## src/rtl/mem_bus_arbiter.sv

```systemverilog
// Unified memory bus arbiter for the IF fetch port and the MM data port.
// Data has priority; a streak limit and a per-transaction timeout bound every wait.
module mem_bus_arbiter #(
    parameter int ADDR_WIDTH   = 64,
    parameter int DATA_WIDTH   = 64,
    parameter int INST_WIDTH   = 32,
    parameter int MAX_D_STREAK = 4,
    parameter int TIMEOUT      = 255
) (
    input  logic                  clk,
    input  logic                  rst_n,
    input  logic                  i_req,
    input  logic [ADDR_WIDTH-1:0] i_addr,
    output logic [INST_WIDTH-1:0] i_rdata,
    output logic                  i_ready,
    input  logic                  d_read,
    input  logic                  d_write,
    input  logic [ADDR_WIDTH-1:0] d_addr,
    input  logic [DATA_WIDTH-1:0] d_wdata,
    output logic [DATA_WIDTH-1:0] d_rdata,
    output logic                  d_ready,
    output logic                  bus_req,
    output logic                  bus_we,
    output logic [ADDR_WIDTH-1:0] bus_addr,
    output logic [DATA_WIDTH-1:0] bus_wdata,
    input  logic [DATA_WIDTH-1:0] bus_rdata,
    input  logic                  bus_ack,
    output logic                  bus_err,
    output logic                  busy
);

    localparam int TW = $clog2(TIMEOUT + 1);
    localparam int SW = $clog2(MAX_D_STREAK + 1);
    localparam logic [TW-1:0] T_LAST = TW'(TIMEOUT - 1);
    localparam logic [SW-1:0] S_MAX  = SW'(MAX_D_STREAK);

    localparam logic [1:0] IDLE  = 2'd0;
    localparam logic [1:0] GNT_I = 2'd1;
    localparam logic [1:0] GNT_D = 2'd2;

    logic [1:0]    state;
    logic [TW-1:0] t_cnt;
    logic [SW-1:0] streak;
    logic          d_pend;
    logic          d_win;
    logic          rdy_hold;
    logic          timed_out;
    logic          done;

    always_comb begin
        d_pend    = d_read | d_write;
        d_win     = d_pend && (!i_req || (streak < S_MAX));
        // The ready cycle is a dead cycle so the requester can update its request.
        rdy_hold  = i_ready | d_ready;
        timed_out = !bus_ack && (t_cnt == T_LAST);
        done      = bus_ack || timed_out;
    end

    assign busy = (state != IDLE);

    always_ff @(posedge clk) begin
        if (!rst_n) begin
            state     <= IDLE;
            t_cnt     <= '0;
            streak    <= '0;
            bus_req   <= 1'b0;
            bus_we    <= 1'b0;
            bus_addr  <= '0;
            bus_wdata <= '0;
            bus_err   <= 1'b0;
            i_ready   <= 1'b0;
            d_ready   <= 1'b0;
            i_rdata   <= '0;
            d_rdata   <= '0;
        end else begin
            i_ready <= 1'b0;
            d_ready <= 1'b0;
            bus_err <= 1'b0;
            unique case (state)
                IDLE: begin
                    if (!rdy_hold) begin
                        if (d_win) begin
                            state     <= GNT_D;
                            bus_req   <= 1'b1;
                            bus_we    <= d_write;
                            bus_addr  <= d_addr;
                            bus_wdata <= d_wdata;
                        end else if (i_req) begin
                            state     <= GNT_I;
                            bus_req   <= 1'b1;
                            bus_we    <= 1'b0;
                            bus_addr  <= i_addr;
                            bus_wdata <= '0;
                        end
                    end
                end
                GNT_I, GNT_D: begin
                    if (done) begin
                        state   <= IDLE;
                        bus_req <= 1'b0;
                        t_cnt   <= '0;
                        bus_err <= timed_out;
                        if (state == GNT_I) begin
                            i_ready <= 1'b1;
                            i_rdata <= timed_out ? '0 : bus_rdata[INST_WIDTH-1:0];
                            streak  <= '0;
                        end else begin
                            d_ready <= 1'b1;
                            d_rdata <= timed_out ? '0 : bus_rdata;
                            if (!i_req)
                                streak <= '0;
                            else if (streak != S_MAX)
                                streak <= streak + 1'b1;
                        end
                    end else begin
                        t_cnt <= t_cnt + 1'b1;
                    end
                end
                default: state <= IDLE;
            endcase
        end
    end

endmodule

```

## config.mk

```make
export PLATFORM = sky130hd
export DESIGN_NAME = mem_bus_arbiter
export DESIGN_NICKNAME = d
export VERILOG_FILES = /design/src/rtl/mem_bus_arbiter.sv
export SDC_FILE = /design/constraint.sdc
export NUM_CORES = 1
export LEC_CHECK = 0
export ABC_AREA = 1
export BUFFER_PORTS_ARGS = -buffer_cell sky130_fd_sc_hd__clkbuf_2
export CORE_ASPECT_RATIO = 0.8
export CORE_UTILIZATION = 27
export CTS_CLUSTER_DIAMETER = 50
export DETAILED_ROUTE_END_ITERATION = 12
export PLACE_DENSITY = 0.51
export SLEW_MARGIN = 20
export SYNTH_ARGS = -nofsm -noshare
export SYNTH_HDL_FRONTEND = slang
export SYNTH_SLANG_ARGS = --single-unit
export TNS_END_PERCENT = 30
```

## constraint.sdc

```tcl
create_clock -name clk -period 2.3 [get_ports clk]
set_input_delay 0.575 -clock clk [delete_from_list [all_inputs] [get_ports clk]]
set_output_delay 0.575 -clock clk [all_outputs]
set_load 0.1 [all_outputs]
```

# Word level (Yosys, flattened, before mapping)
# Cells that the tools add are included.
[op_classes]
addsub = 2
magnitude_cmp = 1
n_eq_ne = 8
muxes = 24
bitwise_logic = 4
n_reduce_logical = 18
[op_table]
columns = ["cell", "n"]
rows = [
  ["two-way mux 64 bit", 5],
  ["two-way mux 32 bit", 1],
  ["AND reduction 3 bit", 6],
  ["two-way mux 3 bit", 3],
  ["adder 8 x 1 -> 8 bit (second input constant)", 1],
  ["== test 8 bit (second input constant)", 1],
  ["two-way mux 1 bit", 8],
  ["two-way mux 2 bit", 4],
  ["two-way mux 8 bit", 1],
  ["inequality test 3 bit (second input constant)", 2],
  ["nonzero test 2 bit", 3],
  ["inequality test 2 bit (second input constant)", 2],
  ["case mux 2 bit (2 select lines)", 1],
  ["AND reduction 4 bit", 1],
  ["adder 3 x 1 -> 3 bit (second input constant)", 1],
  ["< comparator 3 bit (second input constant)", 1],
  ["inequality test 3 x 1 -> 1 bit (second input constant)", 1],
  ["== test 2 x 1 -> 1 bit (second input constant)", 1],
  ["== test 2 bit (second input constant)", 1],
  ["logical AND 1 bit", 2],
  ["zero test 1 bit", 2],
  ["zero test 2 bit", 1],
  ["logical OR 1 bit", 2],
  ["inverter 1 bit", 2],
  ["other kinds (3)", 4],
]
[word_totals]
ff_bits = 242
input_bits = 262
output_inout_bits = 230
wordCells = 69

# Depth between registers and ports, before layout
# Gate-level depths: netlist of the first run.
[logic_depth]
depth_word = 6
depth_mapped = 11

# Worst setup path before layout of the first run
# No wires, ideal clock.
[synth_path]
kind = "flip-flop to flip-flop"
from = "register state[0]"
to = "register bus_wdata[10]"
arrival_time_ps = 1938
path_slack_ps = 291
path_stages_with_launch = 10
n_path_buf = 2
period_less_slack_ps = 2009
path_cell_list = "dfxtp_1 -> inv_1 -> ha_1 -> inv_1 -> nor2_4 -> inv_2 -> buf_4 -> buf_2 -> nand2_1 -> a21oi_1"
[synth_via]
elab_chain_len = 2
[synth_lines]
columns = ["item", "line_no", "rtl"]
rows = [
  ["from (decl)", "41", "logic [1:0] state;"],
  ["from (signal assigned)", "63", "state <= IDLE;"],
  ["from (signal assigned)", "83", "state <= GNT_D;"],
  ["from (signal assigned)", "89", "state <= GNT_I;"],
  ["zero test 2 bit", "79", "unique case (state)"],
  ["AND reduction 3 bit (no source line)", "--", ""],
  ["to (signal assigned)", "87", "bus_wdata <= d_wdata;"],
  ["to (decl)", "25", "output logic [DATA_WIDTH-1:0] bus_wdata,"],
]
# No other way between the ends.
# A chain may end at the register's enable or synchronous reset.

# Worst setup path after layout of the first run
[layout_path]
from = "register state[0]"
to = "output port busy"
[layout_via]
elab_chain_len = 1
[layout_lines]
columns = ["item", "line_no", "rtl"]
rows = [
  ["nonzero test 2 bit", "59", "assign busy = (state != IDLE);"],
  ["to (decl)", "29", "output logic busy"],
]
# No other way between the ends.

==> impl_metrics.ini, run 1 <==
[job]
maxCapViolCount = 0

[critical_path]
reg2reg_depth = 7
required_ps = 1730
rr_endpoint = bus_wdata[4]$_SDFFE_PN0P_
slowest_delay_ps = 350
crit_family = buffers and inverters
cp.depth = 4
slowest_stage = dfxtp_1
worstPathMaxFanout = 3
timing.critical_path.mode_cell = inv_1
startpoint = state[0]$_SDFFE_PN0P_
critical_path_buf_inv_count = 3
critPathKind = register to output pin
worst_setup_path_end_kind = output pin
reg2reg_slack_ps = 380
worstPathCellList = inv_1, ha_1, inv_1, buf_6
worstPathArrival_ps = 1540
startpoint_type = register
r2r_start = state[0]$_SDFFE_PN0P_
critPathCapture = busy

[grt]
grt_overflow = 0
antenna_found_initial = 5
grt_pass1_vias = 10270
grtUsageTotal_pct = 19.18
grt_max_degree = 92
grt_pass1_wl_um = 57390

[clock_network]
clkTransAtPathRegs_ps = 60
numCtsBuffers = 29
clk_latency_ps = 560
post-cts-setup-buffers = 0
cts_max_level = 1
cts.path.max_buffers = 3
cts_root_buffer = clkbuf_16
cts_tree = done
clock-sinks = 242
cts_hold_buf = 0

[timing]
setup_viol = 0
min_period_ps = 2118
clock_skew_ps = 19.81
hold_slack_ps = 260.9
final.setup.tns_ps = 0
max_slew_margin_pct = 58.53
fin_ws_ps = 182.3
rsz0062_at_grt = no
drv_slew = 0
finalHoldViolCount = 0
final.period_utilization_pct = 92.07
worst_pin_slew_ps = 624.8
fmax_mhz = 472.2

[yosys]
synth_cell_types = 27
synth_area_um2 = 9962
syn_inst = 1422
synthArstFlopShare_pct = 0
synth_flop_cell = dfxtp_1
yosys-top-cells-area = dfxtp_1 (49%), nand2_1 (16%), nand3_1 (7.4%)
ys_seq_elements = 242
yosysWarnings = 0
syn_nets = 1690
synth_top_area_share_pct = 48.63
synth_enable_flop_cells = 0
synth-seq-area-share_pct = 48.63
yosysTopAreaCell = dfxtp_1
syn_area_per_cell_um2 = 7.006

[floorplan]
fp.dieH_um = 173.8
die_area_um2 = 37670
die_w_um = 216.8
core-area_um2 = 36150
rows = 62
start_util_pct = 27.56
ios = 492

[pwr]
power.density_nw_per_um2 = 1084
seqPwrFrac_pct = 32.8
switchingPower_mw = 6.764
swShare_pct = 45.29
p_int_mw = 8.171
ir_worst_vdd_mv = 0.6643
total_leakage_power_nw = 7.010
p_comb_share_pct = 37.7
power_mw = 14.93
clkPwrFrac_pct = 29.5

[drt]
drc = 0
viasPerCell = 4.509
post_drt_wl_per_cell_um = 15.67
drtIter0Drc = 511
num_vias = 10680
first_pass_iters = 5
antenna_left = 0
wirelength_um = 37100

[placed_design]
place_hpwl_um = 26600
gp_congestion = 0.9366
portBuffers = 491
place_inst = 2309
pre_cts_ws_ps = 48.30

[final_layout]
drive_above_1_share_pct = 30.22
nets = 2128
area_growth_pct = 38.26
fillers = 3983
fin_cells = 2368

[min_path]
worstHoldPathType = primary input to register

[run_status]
status = complete, no violations
## worst reg2reg max path, stage by stage (launching register included)
cell	delay (ps)
dfxtp_1	320
inv_1	60
ha_1	170
inv_1	100
nor2_4	480
buf_12	380
nand3_1	210
a21oi_1	140
## layout make-up
cell class	instances	area (um2)	area share (%)
Sequential cell	242	4845	35.17
Clock buffer	43	808.3	5.868
Antenna cell	5	12.51	0.09084
Multi-Input combinational cell	1003	4363	31.68
Inverter	71	270.3	1.962
Clock inverter	11	105.1	0.7631
Tap cell	480	600.6	4.360
Timing Repair Buffer	513	2769	20.10
## repair_timing
action,CTS,global route
gates resized for setup,1,2
endpoints found under the setup margin,1,1
endpoints found under the hold margin,0,0
## synth_stat cells (2+ instances only)
cell type	number
buf_4	11
o21ai_1	30
buf_1	5
nand3_1	148
buf_6	4
nand2_1	431
ha_1	6
xor2_1	3
clkbuf_1	55
nor2_1	193
nand2_2	2
inv_2	2
a21oi_1	100
nor2_4	2
o21ai_0	75
buf_2	31
nand4_1	4
inv_1	69
dfxtp_1	242
nor3_1	2
## flip-flops by register name, summed over array words and instances (netlist names)
register and cells:
bus_req 1, streak 3, t_cnt 8, bus_err 1, bus_wdata 64, d_ready 1
d_rdata 64, bus_we 1, state 2, i_rdata 32, i_ready 1, bus_addr 64
## through the flow
step,area (um2),util (%)
detailed placement,12840,35.52
global placement,12840,35.52
finish,13770,38.10
global route,13770,38.10
floorplan,9962,-
CTS,13760,38.06
## logic make-up after synthesis
logic type / synth area share, %
compound gates: 10.53
xor+xnor: 0.2638
fa+ha+maj: 0.7536
buf+inv: 7.775
flops: 48.63
simple gates: 32.05
## routing by layer
layer  wire [um]  global-route usage (%)  vias up
li1            -                       -     5401
met1       16030                   24.09     4849
met2       16260                   29.42      349
met4        1375                   7.776        0
met3        3430                   7.246       78
met5           0                       0        -
## worst min path at each step
stage,startpoint,end,slack [ps],depth (start not counted)
finish,d_wdata[30],bus_wdata[30]$_SDFFE_PN0P_,260,3
detailed placement,i_rdata[16]$_SDFFE_PN0P_,i_rdata[16]$_SDFFE_PN0P_,450,2
global route,bus_rdata[38],d_rdata[38]$_SDFFE_PN0P_,240,3
CTS,d_wdata[50],bus_wdata[50]$_SDFFE_PN0P_,230,3
global placement,i_rdata[13]$_SDFFE_PN0P_,i_rdata[13]$_SDFFE_PN0P_,450,2
floorplan,state[1]$_SDFFE_PN0P_,state[1]$_SDFFE_PN0P_,440,2
## power groups by stage
stage	Combinational (mW)	Sequential (mW)	Clock, mW
2_1_floorplan	1.29	8.18	0
3_3_place_gp	5.65	4.97	0
3_5_place_dp	5.67	4.98	0
4_1_cts	5.68	4.90	4.57
5_1_grt	5.95	4.95	4.73
6_report	5.63	4.89	4.41
## cell usage in the layout (no fill, tap or decap), drive strengths merged
cell type  instances
nor2             196
dfxtp            242
inv               74
a21oi            101
bufinv             1
nand2            434
ha                 6
clkbuf           532
nand4              5
buf               24
diode              5
xor2               3
nand3            149
clkinv             3
o22ai              1
clkinvlp           4
nor3               2
o21a               1
o21ai            105
Power figures use the tool's default switching activity.
==> run 2, diff against run 1 <==
--- a/config.mk
+++ b/config.mk
@@ -5,7 +5,6 @@
 export SDC_FILE = /design/constraint.sdc
 export NUM_CORES = 1
 export LEC_CHECK = 0
-export ABC_AREA = 1
 export BUFFER_PORTS_ARGS = -buffer_cell sky130_fd_sc_hd__clkbuf_2
 export CORE_ASPECT_RATIO = 0.8
 export CORE_UTILIZATION = 27
==> impl_metrics.ini, run 2 <==
[placed_design]
pre_cts_ws_ps = 228.9
place_hpwl_um = 25500
portBuffers = 491
gp_congestion = 0.8176
place_inst = 1923
dpl_cell_area_um2 = 12420

[grt]
grt_pass1_vias = 9012
grt_max_degree = 92
grtUsageTotal_pct = 18.94
grt_pass1_wl_um = 52790
grt_overflow = 0
antenna_found_initial = 5

[drt]
drtIter0Drc = 662
post_drt_wl_per_cell_um = 17.92
drc = 0
antenna_left = 0
wirelength_um = 35620
first_pass_iters = 4
viasPerCell = 4.693
num_vias = 9330

[pwr]
total_leakage_power_nw = 6.444
ir_worst_vdd_mv = 0.5459
power_mw = 16.20
power.density_nw_per_um2 = 1194

[timing]
drv_slew = 0
final.period_utilization_pct = 91.67
min_period_ps = 2108
fmax_mhz = 474.3
clock_skew_ps = 23.78
setup_viol = 0
rsz0062_at_grt = no
max_slew_margin_pct = 59.82
final.setup.tns_ps = 0
worst_pin_slew_ps = 605.3
finalHoldViolCount = 0
fin_ws_ps = 191.5

[final_layout]
area_growth_pct = 43.63
final_cell_mix = clkbuf_2 (489), dfxtp_1 (242), nand2_1 (141)
multi_input_comb_area_um2 = 4128
nets = 1763
fillers = 3519
final_area_um2 = 13570
fin_cells = 1988
drive_above_1_share_pct = 40.38
reg.largest.list = bus_addr (64), bus_wdata (64), d_rdata (64)
regArea_um2 = 4845
final_common_cell = clkbuf_2

[yosys]
syn_area_per_cell_um2 = 9.066
synth_flop_cell = dfxtp_1
yosysTopAreaCell = dfxtp_1
yosysMostFrequentCell = dfxtp_1
syn_nets = 1310
ys_seq_elements = 242
syn_inst = 1042
synth_top_area_share_pct = 51.28
synth_area_um2 = 9447
synth_enable_flop_cells = 0
synthTopCellsByCount = dfxtp_1 (242), nand2_1 (141), a21oi_1 (103), nor2_1 (74), nand3_1 (70)
synth_cell_types = 43
synth-seq-area-share_pct = 51.28
yosysWarnings = 0
synthArstFlopShare_pct = 0
yosys-top-cells-area = dfxtp_1 (51%), mux2i_1 (6.8%), nand2_1 (5.6%)

[clock_network]
cts_tree = done
cts_resized = 0
clk_latency_ps = 510
cts_root_buffer = clkbuf_16
numCtsBuffers = 35
post-cts-setup-buffers = 0
clkTransAtPathRegs_ps = 60
cts.path.max_buffers = 3
cts_hold_buf = 0
clock-sinks = 242
cts_max_level = 2

[critical_path]
required_ps = 1730
worstPathArrival_ps = 1530
worst_setup_path_end_kind = output pin
critPathKind = register to output pin
startpoint_type = register
worstPathMaxFanout = 3
reg2reg_depth = 8
reg2reg_slack_ps = 220

[floorplan]
core-area_um2 = 34010
fp.dieH_um = 169.3
rows = 60
die_w_um = 211.1
ios = 492
die_area_um2 = 35740
start_util_pct = 27.78

[min_path]
worstHoldPathType = primary input to register
min_path_cells = 2

[job]
maxCapViolCount = 0

[run_status]
status = complete, no violations
==> run 2: changes by cell type in the layout (fill, tap and decap cells not counted), moves of 6 or more <==
cell / delta
inv_1: -62
o21ai_0: -42
a22o_1: +32
o21ai_1: -30
nor2_1: -120
mux2i_1: +64
a211oi_1: +65
nand4_1: +32
nand2_1: -290
a31o_2: +28
nand3_1: -77
clkbuf_16: +6
==> run 2: worst paths after layout <==
check	from	to
max	state[0]$_SDFFE_PN0P_	busy
min	bus_rdata[59]	d_rdata[59]$_SDFFE_PN0P_
max reg2reg	state[0]$_SDFFE_PN0P_	d_rdata[20]$_SDFFE_PN0P_
min reg2reg	bus_wdata[55]$_SDFFE_PN0P_	bus_wdata[55]$_SDFFE_PN0P_
==> run 2: power breakdown <==
group | internal [mW] | switching (mW)
clock network | 3.26 | 2.02
registers | 4.69 | 0.274
logic | 1.09 | 4.86
total | 9.04 | 7.16
==> run 2: cells by family after synthesis <==
family / count (synthesis) / share of synthesized area (%)
compound gates: 276 / 19.34
xor+xnor: 6 / 0.5564
fa+ha+maj: 6 / 0.7947
buf+inv: 111 / 5.219
flops: 242 / 51.28
mux: 64 / 6.781
simple gates: 337 / 16.03
==> run 2: metal layers <==
layer	routed length [um]	up-vias	share of wire, %	global-route usage (%)
met1	14710	4318	41	23.02
met2	17170	328	48	31.46
met5	0	-	0	0
li1	-	4640	-	-
met4	726	0	2.0	6.270
met3	3020	44	8.5	6.144
==> run 2: layout make-up <==
| class | count | area share [%] |
|---|---|---|
| flip-flops and latches | 242 | 35.71 |
| repair buffers | 519 | 20.90 |
| clock inverters | 15 | 1.402 |
| inverters | 8 | 0.2398 |
| diodes | 5 | 0.09222 |
| clock buffers | 45 | 6.953 |
| multi-input cells | 689 | 30.42 |
| well taps | 465 | 4.288 |
==> run 2: stage by stage <==
step                hold slack, ps  util (%)
global placement             438.1     36.53
CTS                          249.5     39.86
detailed placement           442.3     36.53
global route                 265.6     39.90
finish                       276.9     39.90
floorplan                    463.6         -
==> run 2: worst max-delay path, stage by stage (launching register included) <==
cell,delay [ps]
dfxtp_1,350
inv_1,50
ha_1,220
inv_2,90
buf_4,300
==> run 3, diff against run 2 <==
--- a/config.mk
+++ b/config.mk
@@ -6,10 +6,10 @@
 export NUM_CORES = 1
 export LEC_CHECK = 0
 export BUFFER_PORTS_ARGS = -buffer_cell sky130_fd_sc_hd__clkbuf_2
-export CORE_ASPECT_RATIO = 0.8
-export CORE_UTILIZATION = 27
+export CORE_AREA = 2 2 190 192
 export CTS_CLUSTER_DIAMETER = 50
 export DETAILED_ROUTE_END_ITERATION = 12
+export DIE_AREA = 0 0 192 194
 export PLACE_DENSITY = 0.51
 export SLEW_MARGIN = 20
 export SYNTH_ARGS = -nofsm -noshare
==> impl_metrics.ini, run 3 (synthesis gave the netlist of run 2 again) <==
[floorplan]
start_util_pct = 26.82
die_area_um2 = 37250
rows = 69
core-area_um2 = 35220
die_w_um = 192
fp.dieH_um = 194
ios = 492

[drt]
drtIter0Drc = 312
num_vias = 9269
drc = 0
first_pass_iters = 4
viasPerCell = 4.681
wirelength_um = 33260
post_drt_wl_per_cell_um = 16.80
antenna_left = 0

[clock_network]
numCtsBuffers = 34
clkTransAtPathRegs_ps = 50
post-cts-setup-buffers = 0
clk_latency_ps = 490
cts_root_buffer = clkbuf_16
cts_hold_buf = 0
cts.path.max_buffers = 3
cts_tree = done
clock-sinks = 242
cts_max_level = 2
cts_resized = 1

[critical_path]
worstPathArrival_ps = 1560
critPathKind = register to output pin
startpoint_type = register
worstPathMaxFanout = 3
worst_setup_path_end_kind = output pin
required_ps = 1730

[timing]
fmax_mhz = 467.4
max_slew_margin_pct = 57.29
rsz0062_at_grt = no
setup_viol = 0
clock_skew_ps = 16.10
finalHoldViolCount = 0
hold_slack_ps = 303.4
final.setup.tns_ps = 0
final.period_utilization_pct = 93.03
worst_pin_slew_ps = 640.7
min_period_ps = 2140
drv_slew = 0

[run_status]
status = complete, no violations

[grt]
grt_overflow = 0
grt_pass1_vias = 8820
grt_max_degree = 84
grtUsageTotal_pct = 16.73
antenna_found_initial = 3
grt_pass1_wl_um = 49370

[final_layout]
area_growth_pct = 43.02
final_common_cell = clkbuf_2
drive_above_1_share_pct = 40.28
final_cell_mix = clkbuf_2 (489), dfxtp_1 (242), nand2_1 (141)
final_area_um2 = 13510
finish.utilization_pct = 38.36
nets = 1763
fin_cells = 1980
reg.largest.list = bus_addr (64), bus_wdata (64), d_rdata (64)

[placed_design]
place_inst = 1920
portBuffers = 491
gp_congestion = 0.8018
place_hpwl_um = 24000
dpl_cell_area_um2 = 12420

[job]
maxCapViolCount = 0

[pwr]
power.density_nw_per_um2 = 1177
total_leakage_power_nw = 6.414
ir_worst_vdd_mv = 0.5602

[min_path]
worstHoldPathType = primary input to register
[run 3: cell count changes in the layout (fill, tap and decap cells not counted), moves of 2 or more]
cell,previous run,this run
clkinv_4,1,4
diode_2,5,2
clkinv_2,3,1
clkbuf_1,7,9
[run 3: power by group]
group	switching (mW)	total (mW)	leakage (nW)	internal, mW
Sequential	0.268	4.96	1.98	4.69
Combinational	4.84	5.94	3.91	1.10
Clock	1.88	5.00	0.522	3.12
[run 3: through the flow]
stage | setup WS [ps] | power [mW]
6_report | 160.3 | 15.90
5_1_grt | 83.21 | 16.56
4_1_cts | 113.7 | 16.13
3_5_place_dp | 334.6 | 11.03
3_3_place_gp | 386.6 | 11.00
2_1_floorplan | 342.2 | 9.781
[run 3: area by class of cell]
cell class,instances,area (um2)
clock inverters,11,132.6
diodes,2,5.005
well taps,461,576.8
flip-flops and latches,242,4845
clock buffers,47,950.9
multi-input cells,689,4138
inverters,8,32.53
fillers,3660,21710
repair buffers,520,2830
[run 3: path summary, 6_finish.rpt]
| kind | startpoint | endpoint | slack (ps) | cells past startpoint |
|---|---|---|---|---|
| setup / recovery | state[0]$_SDFFE_PN0P_ | busy | 160 | 4 |
| hold / removal | bus_rdata[62] | d_rdata[62]$_SDFFE_PN0P_ | 300 | 2 |
| setup reg to reg | state[1]$_SDFFE_PN0P_ | bus_addr[25]$_SDFFE_PN0P_ | 310 | 8 |
| hold reg to reg | bus_wdata[48]$_SDFFE_PN0P_ | bus_wdata[48]$_SDFFE_PN0P_ | 450 | 2 |
[run 3: critical path, stage by stage (launching register included)]
cell	delay [ps]
dfxtp_1	350
inv_1	50
ha_1	220
inv_2	100
clkbuf_4	350
[run 3: routing by layer]
| metal | share of wire (%) | up-vias | GRT usage, % |
|---|---|---|---|
| met5 | 0.048 | - | 0 |
| met4 | 2.2 | 2 | 5.117 |
| met3 | 9.9 | 48 | 6.244 |
| met2 | 48 | 337 | 28.12 |
| met1 | 40 | 4241 | 19.69 |
| li1 | - | 4641 | - |
